===== src/rtl/wb_arbiter.sv =====
// Write-back arbiter: load/ALU results go through a fixed-priority arbiter into
// a small FIFO, which feeds a registered register-file write port.
module wb_arbiter #(
  parameter int DEPTH = 4,
  parameter int AW    = 4,
  parameter int DW    = 32
) (
  input  logic                  clk,
  input  logic                  rst,
  input  logic                  alu_valid,
  input  logic [AW-1:0]         alu_addr,
  input  logic [DW-1:0]         alu_data,
  output logic                  alu_ready,
  input  logic                  ld_valid,
  input  logic [AW-1:0]         ld_addr,
  input  logic [DW-1:0]         ld_data,
  output logic                  ld_ready,
  input  logic                  wb_hold,
  output logic [AW-1:0]         wb_addr,
  output logic [DW-1:0]         wb_data,
  output logic                  wb_we_n,
  output logic [(1<<AW)-1:0]    pending,
  output logic [$clog2(DEPTH):0] count
);

  localparam int PW = $clog2(DEPTH);
  localparam int CW = PW + 1;

  logic [AW-1:0] mem_addr_q [DEPTH];
  logic [DW-1:0] mem_data_q [DEPTH];

  logic [PW-1:0] wr_ptr_q, wr_ptr_d;
  logic [PW-1:0] rd_ptr_q, rd_ptr_d;
  logic [CW-1:0] count_q, count_d;
  logic          we_n_q, we_n_d;
  logic [AW-1:0] addr_q, addr_d;
  logic [DW-1:0] data_q, data_d;

  logic          full;
  logic          push;
  logic          pop;
  logic [AW-1:0] push_addr;
  logic [DW-1:0] push_data;

  // Readiness looks only at registered occupancy, never at a same-cycle pop.
  always_comb begin
    full      = (count_q == CW'(DEPTH));
    ld_ready  = rst && !full;
    alu_ready = rst && !full && !ld_valid;
    push      = (ld_valid && ld_ready) || (alu_valid && alu_ready);
    push_addr = ld_valid ? ld_addr : alu_addr;
    push_data = ld_valid ? ld_data : alu_data;
    pop       = rst && !wb_hold && (count_q != '0);
  end

  always_comb begin
    wr_ptr_d = push ? wr_ptr_q + PW'(1) : wr_ptr_q;
    rd_ptr_d = pop  ? rd_ptr_q + PW'(1) : rd_ptr_q;
    count_d  = count_q;
    unique case ({push, pop})
      2'b10:   count_d = count_q + CW'(1);
      2'b01:   count_d = count_q - CW'(1);
      default: count_d = count_q;
    endcase
    we_n_d = !pop;
    addr_d = pop ? mem_addr_q[rd_ptr_q] : addr_q;
    data_d = pop ? mem_data_q[rd_ptr_q] : data_q;
  end

  always_ff @(posedge clk) begin
    if (!rst) begin
      wr_ptr_q <= '0;
      rd_ptr_q <= '0;
      count_q  <= '0;
      we_n_q   <= 1'b1;
      addr_q   <= '0;
      data_q   <= '0;
    end else begin
      wr_ptr_q <= wr_ptr_d;
      rd_ptr_q <= rd_ptr_d;
      count_q  <= count_d;
      we_n_q   <= we_n_d;
      addr_q   <= addr_d;
      data_q   <= data_d;
    end
  end

  always_ff @(posedge clk) begin
    if (push) begin
      mem_addr_q[wr_ptr_q] <= push_addr;
      mem_data_q[wr_ptr_q] <= push_data;
    end
  end

  // Valid FIFO entries are the count_q slots starting at the read pointer.
  always_comb begin
    pending = '0;
    for (int unsigned i = 0; i < DEPTH; i++) begin
      if (CW'(i) < count_q) pending[mem_addr_q[rd_ptr_q + PW'(i)]] = 1'b1;
    end
    if (!we_n_q) pending[addr_q] = 1'b1;
  end

  assign wb_we_n = we_n_q;
  assign wb_addr = addr_q;
  assign wb_data = data_q;
  assign count   = count_q;

endmodule


===== config.mk =====
export PLATFORM = sky130hd
export DESIGN_NAME = wb_arbiter
export DESIGN_NICKNAME = d
export VERILOG_FILES = /design/src/rtl/wb_arbiter.sv
export SDC_FILE = /design/constraint.sdc
export NUM_CORES = 1
export LEC_CHECK = 0
export ABC_CLOCK_PERIOD_IN_PS = 3750
export BUFFER_PORTS_ARGS = -buffer_cell sky130_fd_sc_hd__buf_2
export CORE_MARGIN = 2
export CORE_UTILIZATION = 40
export DETAILED_ROUTE_END_ITERATION = 10
export PLACE_DENSITY = 0.64
export REMOVE_ABC_BUFFERS = 1
export SYNTH_ARGS = -nofsm -noshare
export SYNTH_HDL_FRONTEND = slang
export SYNTH_SLANG_ARGS = --single-unit

===== constraint.sdc =====
create_clock -name clk -period 3.75 [get_ports clk]
set_input_delay 1.125 -clock clk [delete_from_list [all_inputs] [get_ports clk]]
set_output_delay 1.125 -clock clk [all_outputs]
set_load 0.01 [all_outputs]

==> impl_metrics.env <==
export IMPL_outcome="finished, final reports clean"
export IMPL_ant_nets=0
export IMPL_dp_hpwl_um=14000
export IMPL_cts_buffers=17
export IMPL_hold_path_depth=2
export IMPL_antenna_cells=0
export IMPL_post_cts_buffers=0
export IMPL_critical_path_arrival_ns=2.54
export IMPL_io_pin_count=135
export IMPL_dr_max_layer_used="met4"
export IMPL_min_period_ns=3.66
export IMPL_cts_root_buf="clkbuf_16"
export IMPL_fin_total_pwr_mw=5.29
export IMPL_grt_pass1_vias=6009
export IMPL_r2r_end="mem_data_q[2][29]$_DFFE_PP_"
export IMPL_grt_pass1_wl_um=33500
export IMPL_criticalPathCategory="flop to output pin"
export IMPL_slew_violations=0
export IMPL_dieHeight_um=153
export IMPL_p_per_area_mw_per_mm2=503
export IMPL_hold_viol_final=0
export IMPL_antenna_found_initial=1
export IMPL_wl_per_cell_um=19.5
export IMPL_timing_slew_headroom_pct=51.3
export IMPL_wl_met2_um=10200
export IMPL_track_usage_pct=18.3
export IMPL_clock_fmax_mhz=273
export IMPL_synth_seq_cells=190
export IMPL_ff2ff_path_depth=6
export IMPL_critPathLaunchType="flop"
export IMPL_synth_cell_types=52
export IMPL_areaGrowthSynthToFinish_pct=17.9
export IMPL_ys_flop_type="edfxtp_1"
export IMPL_grt_overflow_total=0
export IMPL_drc=0
export IMPL_fin_skew_ns=0.0129
export IMPL_synth_edff_count=144
export IMPL_die_width_um=153
export IMPL_cap_violations=0
export IMPL_start_util_pct=40.9
export IMPL_drtPass1Iterations=6
export IMPL_vias=5946
export IMPL_syn_area_mm2=0.00892
export IMPL_fin_util_pct=48.2
export IMPL_place_gp_congestion=0.928
export IMPL_cts_hold_fix_buffers=0
export IMPL_route_met3_wl_um=1230
export IMPL_p_int_mw=3.82
export IMPL_holdCritPathClass="flop to flop"
export IMPL_clock_sinks=190
export IMPL_ir_drop_v=0.000385
export IMPL_fp_row_count=54
export IMPL_drtIter0Drc=458
export IMPL_holdCritStartpoint="wb_data[14]$_SDFFE_PN0P_"
export IMPL_core_region_area_mm2=0.0218
export IMPL_dieArea_mm2=0.0235
export IMPL_yosysWarnings=0
export IMPL_comb_power_share_pct=18.0
export IMPL_reg2reg_slack_ns=1.13
export IMPL_drive_above_1_share_pct=34.7
export IMPL_syn_inst=663
export IMPL_synth_area_per_cell_um2=13.5
export IMPL_power_leakage_nw=3.89
export IMPL_cts_buffer_depth=2
export IMPL_power_frac_clock_pct=33.3
export IMPL_worst_ep_required_time_ns=2.62
export IMPL_clk_pin_slew_ns=0.07
export IMPL_yosysSeqAreaShare_pct=58.8
export IMPL_swShare_pct=27.8
export IMPL_port_buffer_count=134
export IMPL_reg2reg_from="count[1]$_SDFFE_PN0P_"
export IMPL_hold_end="wb_data[14]$_SDFFE_PN0P_"
export IMPL_wl_um=21100
export IMPL_p_switching_mw=1.47
export IMPL_fin_nets=878
export IMPL_ys_async_sr_fraction_pct=0
export IMPL_period_share_pct=97.6
export IMPL_setup_violations_final=0
export IMPL_tightest_slew_ns=0.723
export IMPL_via_per_inst=5.48
export IMPL_grt_setup_unrepaired="yes"
export IMPL_seq_power_share_pct=48.7
export IMPL_htreeDepth=4
export IMPL_nFillCells=1954
export IMPL_grt_max_degree=45
export IMPL_critPathMaxFanout=7
export IMPL_wl_met1_um=9330
export IMPL_crit_path_end_kind="output pin"
export IMPL_clkLatencyLatePin_ns=0.43
export IMPL_cts_tree="done"
-- sequential cells by signal, summed over array words and instances (netlist names), named ones only --
register / cells
wb_data: 32
mem_addr_q: 16
wb_addr: 4
wb_we_n: 1
mem_data_q: 128
rd_ptr_q: 2
wr_ptr_q: 2
count: 3
-- cells by family after synthesis --
| group | Yosys count | share of synthesized area, % |
|---|---|---|
| multiplexers | 100 | 18.4 |
| AND/OR/NAND/NOR | 244 | 12.9 |
| XOR/XNOR | 4 | 0.393 |
| flip-flops | 190 | 58.8 |
| adder cells (fa/ha/maj) | 9 | 1.26 |
| AO/OA/AOI/OAI | 67 | 5.41 |
| buffers and inverters | 49 | 2.83 |
-- metrics by stage --
stage / hold slack, ns / area (um2) / instances / setup TNS, ns / setup WS [ns]
finish: 0.452 / 10500 / 1085 / 0 / 0.0889
CTS: 0.455 / 10500 / 1085 / 0 / 0.0584
global route: 0.474 / 10500 / 1085 / -0.0232 / -0.00913
floorplan: 0.469 / 8710 / 625 / -12.16 / -0.838
global placement: 0.439 / 9890 / 1053 / 0 / 0.515
detailed placement: 0.441 / 9890 / 1053 / 0 / 0.524
-- worst max-delay path, stage by stage, from the launching register on --
cell	delay (ns)
edfxtp_1	0.50
nor2b_1	0.21
a32o_1	0.21
o21ai_0	0.45
and2b_1	0.24
or3b_1	0.35
buf_2	0.15
-- cells in the final DEF, fill, tap and decap left out, drive strengths merged, types with 2 or more instances in the layout --
master,instances
ha,9
mux2,42
or3,2
o21a,2
a32o,2
a211oi,4
o32ai,3
nand3,46
a221oi,2
clkinvlp,3
nand2b,10
nand2,102
edfxtp,144
nor3b,4
nand3b,4
a21boi,2
a21oi,9
nand4,4
clkbuf,18
mux4,45
a32oi,2
xnor2,4
nor2,27
and2,13
buf,148
a222oi,2
a22oi,19
nor3,15
o21ai,10
inv,13
a31o,2
clkinv,8
and2b,2
dfxtp,46
mux2i,13
nor2b,11
-- how the worst max path moves through the flow --
stage | end | depth (start not counted) | startpoint | slack [ns]
finish | pending[15] | 6 | mem_addr_q[0][3]$_DFFE_PP_ | 0.09
global route | pending[15] | 6 | mem_addr_q[0][3]$_DFFE_PP_ | -0.009
CTS | pending[1] | 5 | rd_ptr_q[1]$_SDFFE_PN0P_ | 0.06
detailed placement | pending[1] | 5 | rd_ptr_q[1]$_SDFFE_PN0P_ | 0.52
global placement | pending[3] | 6 | rd_ptr_q[0]$_SDFFE_PN0P_ | 0.51
floorplan | pending[3] | 5 | rd_ptr_q[0]$_SDFFE_PN0P_ | -0.84
-- cells in the mapped netlist, drive strengths merged, types with 9 or more instances --
cell    count  share of area [%]
a21oi       9               0.50
a22oi      19                1.6
and2       13               0.93
buf        16                1.3
clkbuf     22                1.0
dfxtp      46                 10
edfxtp    144                 48
ha          9                1.3
inv        10               0.42
mux2       42                5.3
mux2i      13                1.5
mux4       45                 12
nand2     102                4.3
nand2b     10               0.70
nand3      46                2.6
nor2       27                1.1
nor2b      11               0.77
nor3       15               0.84
o21ai      10               0.56
-- area by class of cell --
type,instances,area (um2),area share [%]
Sequential cell,190,5260,50.0
Multi-Input combinational cell,424,3460,32.9
Timing Repair Buffer,148,826,7.85
Clock buffer,18,429,4.08
Tap cell,280,350,3.33
Clock inverter,14,159,1.51
Inverter,11,41.3,0.393
-- power groups by stage --
stage / registers [mW] / logic, mW / clock network, mW
final: 2.58 / 0.955 / 1.76
after global placement: 2.62 / 0.948 / 0
after global routing: 2.60 / 1.05 / 1.87
after CTS: 2.58 / 0.956 / 1.79
after floorplan: 2.65 / 0.555 / 0
after detailed placement: 2.62 / 0.953 / 0
-- routing by layer --
layer | vias up | GRT usage (%)
met5 | - | 0
met4 | 0 | 4.98
met3 | 30 | 4.17
met2 | 225 | 30.3
met1 | 2907 | 24.3
li1 | 2784 | -
-- timing repair --
action | CTS | global route
gates resized for setup | 0 | 10
hold endpoints to repair | 0 | 0
endpoints found under the setup margin | 0 | 14
Power figures use the tool's default switching activity.
